--- src/rtl/apb_master_arb.sv ---
// Two-requester round-robin arbiter in front of a single APB master port.
// Each granted request runs one SETUP/ACCESS transfer; wait states are bounded by TIMEOUT.
module apb_master_arb #(
    parameter int ADDR_W  = 10,
    parameter int DATA_W  = 32,
    parameter int TIMEOUT = 16
) (
    input  logic              clk,
    input  logic              reset,
    input  logic              req0_valid_i,
    input  logic              req0_write_i,
    input  logic [ADDR_W-1:0] req0_addr_i,
    input  logic [DATA_W-1:0] req0_wdata_i,
    output logic              req0_ready_o,
    input  logic              req1_valid_i,
    input  logic              req1_write_i,
    input  logic [ADDR_W-1:0] req1_addr_i,
    input  logic [DATA_W-1:0] req1_wdata_i,
    output logic              req1_ready_o,
    output logic              rsp_valid_o,
    output logic              rsp_id_o,
    output logic              rsp_err_o,
    output logic [DATA_W-1:0] rsp_rdata_o,
    output logic              psel_o,
    output logic              penable_o,
    output logic              pwrite_o,
    output logic [ADDR_W-1:0] paddr_o,
    output logic [DATA_W-1:0] pwdata_o,
    input  logic [DATA_W-1:0] prdata_i,
    input  logic              pready_i
);

    typedef enum logic [1:0] {
        IDLE   = 2'd0,
        SETUP  = 2'd1,
        ACCESS = 2'd2
    } state_t;

    localparam logic [7:0] WAIT_LIMIT = 8'(TIMEOUT - 1);

    state_t            state;
    state_t            state_next;
    logic              last_grant;
    logic              grant_valid;
    logic              grant_id;
    logic              lat_write;
    logic [ADDR_W-1:0] lat_addr;
    logic [DATA_W-1:0] lat_wdata;
    logic              lat_id;
    logic [7:0]        wait_cnt;
    logic              xfer_done;
    logic              xfer_abort;

    // Ties go to whichever requester was not served last; reset gates ready off.
    always_comb begin
        grant_valid = 1'b0;
        grant_id    = 1'b0;
        if (state == IDLE && !reset) begin
            if (req0_valid_i && req1_valid_i) begin
                grant_valid = 1'b1;
                grant_id    = ~last_grant;
            end else if (req0_valid_i) begin
                grant_valid = 1'b1;
                grant_id    = 1'b0;
            end else if (req1_valid_i) begin
                grant_valid = 1'b1;
                grant_id    = 1'b1;
            end
        end
    end

    assign req0_ready_o = grant_valid & ~grant_id;
    assign req1_ready_o = grant_valid & grant_id;

    // A ready in the timeout cycle still counts as a normal completion.
    assign xfer_done  = (state == ACCESS) && pready_i;
    assign xfer_abort = (state == ACCESS) && !pready_i && (wait_cnt == WAIT_LIMIT);

    always_comb begin
        state_next = state;
        psel_o     = 1'b0;
        penable_o  = 1'b0;
        case (state)
            IDLE: begin
                if (grant_valid) begin
                    state_next = SETUP;
                end
            end
            SETUP: begin
                psel_o     = 1'b1;
                state_next = ACCESS;
            end
            ACCESS: begin
                psel_o    = 1'b1;
                penable_o = 1'b1;
                if (xfer_done || xfer_abort) begin
                    state_next = IDLE;
                end
            end
            default: begin
                state_next = IDLE;
            end
        endcase
    end

    always_ff @(posedge clk or posedge reset) begin
        if (reset) begin
            state <= IDLE;
        end else begin
            state <= state_next;
        end
    end

    always_ff @(posedge clk or posedge reset) begin
        if (reset) begin
            last_grant <= 1'b1;
            lat_write  <= 1'b0;
            lat_addr   <= '0;
            lat_wdata  <= '0;
            lat_id     <= 1'b0;
        end else if (grant_valid) begin
            last_grant <= grant_id;
            lat_id     <= grant_id;
            lat_write  <= grant_id ? req1_write_i : req0_write_i;
            lat_addr   <= grant_id ? req1_addr_i  : req0_addr_i;
            lat_wdata  <= grant_id ? req1_wdata_i : req0_wdata_i;
        end
    end

    always_ff @(posedge clk or posedge reset) begin
        if (reset) begin
            wait_cnt <= '0;
        end else if (state == SETUP) begin
            wait_cnt <= '0;
        end else if (state == ACCESS && !pready_i) begin
            wait_cnt <= wait_cnt + 8'd1;
        end
    end

    // Response fields only change when a pulse is issued, so they hold between pulses.
    always_ff @(posedge clk or posedge reset) begin
        if (reset) begin
            rsp_valid_o <= 1'b0;
            rsp_id_o    <= 1'b0;
            rsp_err_o   <= 1'b0;
            rsp_rdata_o <= '0;
        end else begin
            rsp_valid_o <= xfer_done | xfer_abort;
            if (xfer_done) begin
                rsp_id_o    <= lat_id;
                rsp_err_o   <= 1'b0;
                rsp_rdata_o <= lat_write ? '0 : prdata_i;
            end else if (xfer_abort) begin
                rsp_id_o    <= lat_id;
                rsp_err_o   <= 1'b1;
                rsp_rdata_o <= '0;
            end
        end
    end

    assign pwrite_o = lat_write;
    assign paddr_o  = lat_addr;
    assign pwdata_o = lat_wdata;

endmodule

--- config.mk ---
export PLATFORM = sky130hd
export DESIGN_NAME = apb_master_arb
export DESIGN_NICKNAME = d
export VERILOG_FILES = /design/src/rtl/apb_master_arb.sv
export SDC_FILE = /design/constraint.sdc
export NUM_CORES = 1
export LEC_CHECK = 0
export CORE_UTILIZATION = 44
export CTS_CLUSTER_DIAMETER = 150
export DETAILED_ROUTE_END_ITERATION = 12
export GPL_TIMING_DRIVEN = 0
export PLACE_DENSITY = 0.94
export SLEW_MARGIN = 15
export SYNTH_ARGS = -nofsm -noshare
export SYNTH_HDL_FRONTEND = slang
export SYNTH_SLANG_ARGS = --single-unit
--- constraint.sdc ---
create_clock -name clk -period 4.85 [get_ports clk]
set_clock_uncertainty 0.15 [all_clocks]
set_input_delay 0.7275 -clock clk [delete_from_list [all_inputs] [get_ports clk]]
set_output_delay 0.7275 -clock clk [all_outputs]
set_load 0.02 [all_outputs]
==> results.sh, run 1 <==
export IMPL_cp_required_ps=3970
export IMPL_viasPerCell=5.580
export IMPL_die_y_um=99.66
export IMPL_synth_seq_cells=90
export IMPL_dieArea_um2=9932
export IMPL_startpoint_type="input port"
export IMPL_status="completed"
export IMPL_worst_pin_slew_ps=712.4
export IMPL_leakagePower_nw=2.668
export IMPL_hold_buffers=0
export IMPL_end_kind="output pin"
export IMPL_drive_above_1_share_pct=7.295
export IMPL_critPathArrivalTime_ps=2940
export IMPL_portBuffers=204
export IMPL_cts_buffer_depth=2
export IMPL_core_area_um2=9240
export IMPL_critPathMostFrequentCell="clkdlybuf4s50_1"
export IMPL_syn_inst=341
export IMPL_setup_tns_ps=0
export IMPL_track_usage_pct=26.18
export IMPL_hold_viol=0
export IMPL_vias=3856
export IMPL_hold_path_class="register to register"
export IMPL_post_place_ws_ps=1029
export IMPL_crit_fanout=10
export IMPL_grt_max_degree=50
export IMPL_met3_length_um=579
export IMPL_maxUsedRoutingLayer="met4"
export IMPL_num_rows=35
export IMPL_synth_distinct_cells=38
export IMPL_ys_top_cells_by_count="89 x dfrtp_1, 43 x a21boi_0, 43 x a221o_1, 32 x nor3b_1, 27 x a31o_1"
export IMPL_setup_viol=0
export IMPL_clock_fmax_ghz=0.2617
export IMPL_cts_post_setup_buffers_inserted=0
export IMPL_grt_pass1_wl_mm=20.26
export IMPL_wl_met1_mm=4.962
export IMPL_setup_ws_ps=1029
export IMPL_slowest_delay_ps=730
export IMPL_drv_slew=0
export IMPL_routabilityCongestion=0.8020
export IMPL_seq_area_frac_synth_pct=53.70
export IMPL_criticalPathCategory="input port to output pin"
export IMPL_grt_pass1_vias=4113
export IMPL_detailed_place_hpwl_mm=9.671
export IMPL_overflow=0
export IMPL_antenna_cells=0
export IMPL_numCtsBuffers=9
export IMPL_antenna_found_initial=0
export IMPL_async_flop_share_pct=100.0
export IMPL_p_per_area_nw_per_um2=547.0
export IMPL_nFillCells=666
export IMPL_multi_input_area_um2=1714
export IMPL_syn_avg_cell_area_um2=12.31
export IMPL_synth_net_count=468
export IMPL_post_cts_resized=0
export IMPL_yosys_warnings=0
export IMPL_area_growth_pct=58.44
export IMPL_die_w_um=99.66
export IMPL_maxSlewHeadroom_pct=52.51
export IMPL_clock_sink_count=90
export IMPL_drc=0
export IMPL_wl_mm=12.68
export IMPL_cts_root_buffer="clkbuf_8"
export IMPL_netlist_area_um2=4197
export IMPL_synth_top_cell_area_share_pct=53.07
export IMPL_yosysMostFrequentCell="dfrtp_1"
export IMPL_cp_cell_sequence="clkdlybuf4s50_1, nand2_1, a2111oi_4, buf_6, clkdlybuf4s50_1"
export IMPL_wl_per_cell_um=18.35
export IMPL_finalCritPeriodShare_pct=78.79
export IMPL_first_pass_iters=5
export IMPL_clk_insertion_delay_late_ps=360
export IMPL_start_util_pct=45.42
export IMPL_io_pins=205
export IMPL_cts_tree="built"
export IMPL_drv_cap=0
export IMPL_clk_pin_slew_ps=80
export IMPL_synth_largest_area_cell="dfrtp_1"
export IMPL_seqCellArea_um2=2253
export IMPL_layout_nets=684
export IMPL_period_needed_ps=3821
export IMPL_ir_drop_mv=0.3513
export IMPL_antenna_left=0
export IMPL_drt_iter0_drc=116
export IMPL_cts_max_level=3
export IMPL_met2_length_mm=6.596
export IMPL_cp_slowest_cell="a2111oi_4"
export IMPL_synth_area_leaders="dfrtp_1 53%, a221o_1 10%, a21boi_0 7.7%"
export IMPL_ys_flop_type="dfrtp_1"
export IMPL_synth_edff_count=0
export IMPL_rsz0062_at_grt="false"
[critical path, delay by kind of cell]
kind / cells / cell delay (ps)
AND/OR/NAND/NOR: 1 / 120
buffers and inverters: 3 / 1360
AO/OA/AOI/OAI: 1 / 730
[layout make-up]
| class | instances | area share, % |
|---|---|---|
| multi-input cells | 211 | 25.78 |
| well taps | 129 | 2.428 |
| plain buffers | 34 | 3.105 |
| clock inverters | 6 | 1.374 |
| clock buffers | 10 | 1.919 |
| inverters | 6 | 0.3764 |
| repair buffers | 205 | 31.13 |
| flip-flops and latches | 90 | 33.89 |
[worst paths after layout]
check	startpoint	to	slack [ps]	cells after the start
min in group asynchronous	reset	wait_cnt[1]	750	2
worst max register to register	state[0]	rsp_rdata_o[0]	2510	6
worst min-delay path	lat_id	lat_id	340	1
worst min register to register	lat_id	lat_id	340	1
max in group asynchronous	reset	last_grant	3140	3
worst max-delay path	req0_valid_i	req0_ready_o	1030	5
[state kept, by name, indices dropped and copies added, names as in the netlist]
name,count
pwrite_o,1
paddr_o,10
state,2
pwdata_o,32
rsp_id_o,1
last_grant,1
lat_id,1
rsp_rdata_o,32
wait_cnt,8
rsp_valid_o,1
rsp_err_o,1
[cell usage in the layout, fill, tap and decap left out, types with 7 or more instances in the layout]
master,synthesis,final
a21boi_0,43,43
a21oi_1,7,7
a221o_1,43,43
a31o_1,27,27
buf_6,10,10
clkbuf_1,20,21
clkbuf_8,0,9
clkdlybuf4s50_1,0,204
dfrtp_1,89,89
nand2_1,10,10
nor3b_1,32,32
[power breakdown]
group / switching [mW] / internal [mW] / leakage, nW / total [mW]
clock network: 0.270 / 0.291 / 0.0987 / 0.561
registers: 0.172 / 1.05 / 1.14 / 1.23
logic: 0.903 / 0.946 / 1.43 / 1.85
[through the flow]
step / hold WS, ps / util [%] / power, mW / cells / area, um2
after detailed placement: 323.9 / 69.59 / 3.088 / 675 / 6430
after floorplan: 299.6 / - / 2.187 / 341 / 4197
after global placement: 314.2 / 69.26 / 3.004 / 674 / 6400
after global routing: 369.0 / 71.96 / 3.820 / 691 / 6649
after CTS: 342.8 / 71.96 / 3.654 / 691 / 6649
final: 336.7 / 71.96 / 3.637 / 691 / 6649
[layer usage]
layer / GRT usage [%] / vias up
met3: 4.006 / 42
met4: 14.14 / 0
li1: - / 1759
met5: 0 / -
met1: 30.26 / 1887
met2: 46.58 / 168
[logic make-up after synthesis]
| group | count (synthesis) | synth area share (%) |
|---|---|---|
| xor gates and xnor gates | 2 | 0.4175 |
| adders and majority gates | 4 | 1.193 |
| AOI/OAI and AO/OA | 140 | 28.83 |
| DFF | 90 | 53.70 |
| muxes | 1 | 0.3577 |
| and+or+nand+nor | 64 | 10.05 |
| buffers and inverters | 40 | 5.456 |
(Power assumes the default switching activity.)
==> run 2: changes to the inputs <==
--- a/config.mk
+++ b/config.mk
@@ -5,11 +5,11 @@
 export SDC_FILE = /design/constraint.sdc
 export NUM_CORES = 1
 export LEC_CHECK = 0
-export CORE_UTILIZATION = 44
+export CORE_UTILIZATION = 37
 export CTS_CLUSTER_DIAMETER = 150
 export DETAILED_ROUTE_END_ITERATION = 12
 export GPL_TIMING_DRIVEN = 0
-export PLACE_DENSITY = 0.94
+export PLACE_DENSITY = 0.85
 export SLEW_MARGIN = 15
 export SYNTH_ARGS = -nofsm -noshare
 export SYNTH_HDL_FRONTEND = slang
==> constraint.sdc (replaced) <==
create_clock -name clk -period 3.1 [get_ports clk]
set_clock_uncertainty 0.15 [all_clocks]
set_input_delay 0.465 -clock clk [delete_from_list [all_inputs] [get_ports clk]]
set_output_delay 0.465 -clock clk [all_outputs]
set_load 0.02 [all_outputs]
==> results.sh, run 2 (synthesis results as in run 1) <==
export IMPL_startpoint_type="input port"
export IMPL_drive_above_1_share_pct=7.460
export IMPL_end_kind="output pin"
export IMPL_portBuffers=204
export IMPL_dieArea_um2=11770
export IMPL_r2r_slack_ps=840
export IMPL_cp_slowest_cell="clkdlybuf4s50_1"
export IMPL_critPathArrivalTime_ps=2340
export IMPL_ir_drop_mv=0.4367
export IMPL_leakagePower_nw=2.734
export IMPL_overflow=0
export IMPL_antenna_left=0
export IMPL_maxSlewHeadroom_pct=69.91
export IMPL_start_util_pct=38.38
export IMPL_setup_viol=0
export IMPL_routabilityCongestion=0.8293
export IMPL_layout_common_cells="203 x clkdlybuf4s50_1, 89 x dfrtp_1, 43 x a21boi_0, 43 x a221o_1, 32 x nor3b_1"
export IMPL_crit_buf_inv=3
export IMPL_grt_pass1_vias=4026
export IMPL_numCtsBuffers=9
export IMPL_clockPowerShare_pct=19.7
export IMPL_criticalPathCategory="input port to output pin"
export IMPL_drc=0
export IMPL_p_sw_mw=2.110
export IMPL_rsz0062_at_grt="false"
export IMPL_finalCritPeriodShare_pct=95.25
export IMPL_die_w_um=108.5
export IMPL_antenna_found_initial=0
export IMPL_vias=3855
export IMPL_layout_commonest_cell="clkdlybuf4s50_1"
export IMPL_seq_power_share_pct=32.0
export IMPL_critPathMostFrequentCell="clkdlybuf4s50_1"
export IMPL_power_frac_comb_pct=48.4
export IMPL_status="completed"
export IMPL_p_int_mw=3.863
export IMPL_drt_iter0_drc=187
export IMPL_clk_pin_slew_ps=60
export IMPL_r2r_start="state[0]"
export IMPL_first_pass_iters=4
export IMPL_grt_max_degree=60
export IMPL_cts_max_level=3
export IMPL_hold_viol=0
export IMPL_hold_path_class="register to register"
export IMPL_cts_tree="built"
export IMPL_hold_buffers=0
export IMPL_r2r_end="rsp_rdata_o[21]"
export IMPL_switching_share_pct=35.32
export IMPL_path_delay_family="buffers and inverters"
export IMPL_detailed_place_hpwl_mm=9.654
export IMPL_hold_path_depth=2
export IMPL_cp_required_ps=2480
export IMPL_cts_root_buffer="clkbuf_16"
export IMPL_worst_pin_slew_ps=451.4
export IMPL_p_per_area_nw_per_um2=882.1
export IMPL_min_delay_start="rsp_err_o"
export IMPL_period_needed_ps=2953
export IMPL_clk_insertion_delay_late_ps=330
export IMPL_clock_sink_count=90
export IMPL_drv_slew=0
export IMPL_dp_cells=686
export IMPL_clock_fmax_ghz=0.3387
export IMPL_drv_cap=0
export IMPL_wl_per_cell_um=18.32
export IMPL_wl_mm=12.88
export IMPL_die_y_um=108.5
export IMPL_grt_pass1_wl_mm=20.04
export IMPL_stdcell_count=703
export IMPL_r2r_cells=6
export IMPL_viasPerCell=5.484
export IMPL_holdPathEnd="rsp_err_o"
export IMPL_io_pins=205
export IMPL_antenna_cells=0
export IMPL_cts_buffer_depth=2
export IMPL_cp_cell_sequence="clkdlybuf4s50_1, nand2_1, a2111oi_4, buf_6, clkdlybuf4s50_1"
export IMPL_slowest_delay_ps=610
export IMPL_area_growth_pct=61.33
export IMPL_layout_nets=685
export IMPL_core_area_um2=10940
export IMPL_setup_tns_ps=0
export IMPL_crit_fanout=10
export IMPL_track_usage_pct=22.16
export IMPL_num_rows=38
==> run 2: worst max path at each step <==
stage	start	to	slack, ps	depth (start not counted)
6_report	req0_valid_i	req0_ready_o	150	5
5_1_grt	state[0]	req0_ready_o	50	6
4_1_cts	req0_valid_i	req0_ready_o	150	5
3_5_place_dp	req1_valid_i	req0_ready_o	-190	5
3_3_place_gp	reset	rsp_rdata_o[25]	-1290	2
2_1_floorplan	reset	lat_id	150	1
==> run 2: layer usage <==
| layer | GRT usage, % | part of all wire [%] |
|---|---|---|
| met1 | 26.49 | 41 |
| met2 | 39.33 | 52 |
| met3 | 3.195 | 4.5 |
| met4 | 9.846 | 2.9 |
| met5 | 0 | 0 |
==> run 2: layout make-up <==
cell class	count	area (um2)
multi-input cells	211	1714
clock inverters	5	77.57
plain buffers	34	206.4
flip-flops and latches	90	2253
fillers	871	4165
repair buffers	206	2076
clock buffers	11	242.7
well taps	140	175.2
inverters	6	25.02
==> run 2: timing repair <==
| action | in CTS | in global routing |
|---|---|---|
| gates resized for setup | 1 | 0 |
| setup endpoints to repair | 2 | 0 |
| buffers inserted | 1 | 0 |
| endpoints found under the hold margin | 0 | 0 |
==> run 2: metrics by stage <==
stage                     worst slack (ps)  util (%)  cell area [um2]  hold WS (ps)  total power [mW]
after global routing                 53.79     61.91             6770         361.5             6.282
after floorplan                      151.4         -             4197         299.6             3.422
after CTS                            154.1     61.91             6770         353.3             6.017
after global placement               -1286     58.65             6414         312.7             4.710
after detailed placement            -188.6     58.92             6444         339.6             4.814
final                                147.1     61.91             6770         343.8             5.972
==> run 2: worst reg2reg max path: cells and delay by family (launching register included) <==
| kind | cells | cell delay (ps) |
|---|---|---|
| simple gates | 2 | 640 |
| buf+inv | 2 | 410 |
| fa+ha+maj | 1 | 260 |
| flops | 1 | 410 |
| compound gates | 1 | 280 |
==> run 2: power groups by stage <==
stage	sequential [mW]	clock (mW)	combinational, mW
detailed placement	1.92	0	2.89
floorplan	2.44	0	0.982
CTS	1.91	1.20	2.91
finish	1.91	1.17	2.89
global route	1.97	1.25	3.07
global placement	1.90	0	2.81
==> run 3: changes to the inputs <==
--- a/config.mk
+++ b/config.mk
@@ -5,8 +5,9 @@
 export SDC_FILE = /design/constraint.sdc
 export NUM_CORES = 1
 export LEC_CHECK = 0
+export CAP_MARGIN = 20
 export CORE_UTILIZATION = 37
-export CTS_CLUSTER_DIAMETER = 150
+export CTS_CLUSTER_DIAMETER = 200
 export DETAILED_ROUTE_END_ITERATION = 12
 export GPL_TIMING_DRIVEN = 0
 export PLACE_DENSITY = 0.85
==> results of run 3 <==
No change in the layout: final DEF, timing and power equal those of run 2.
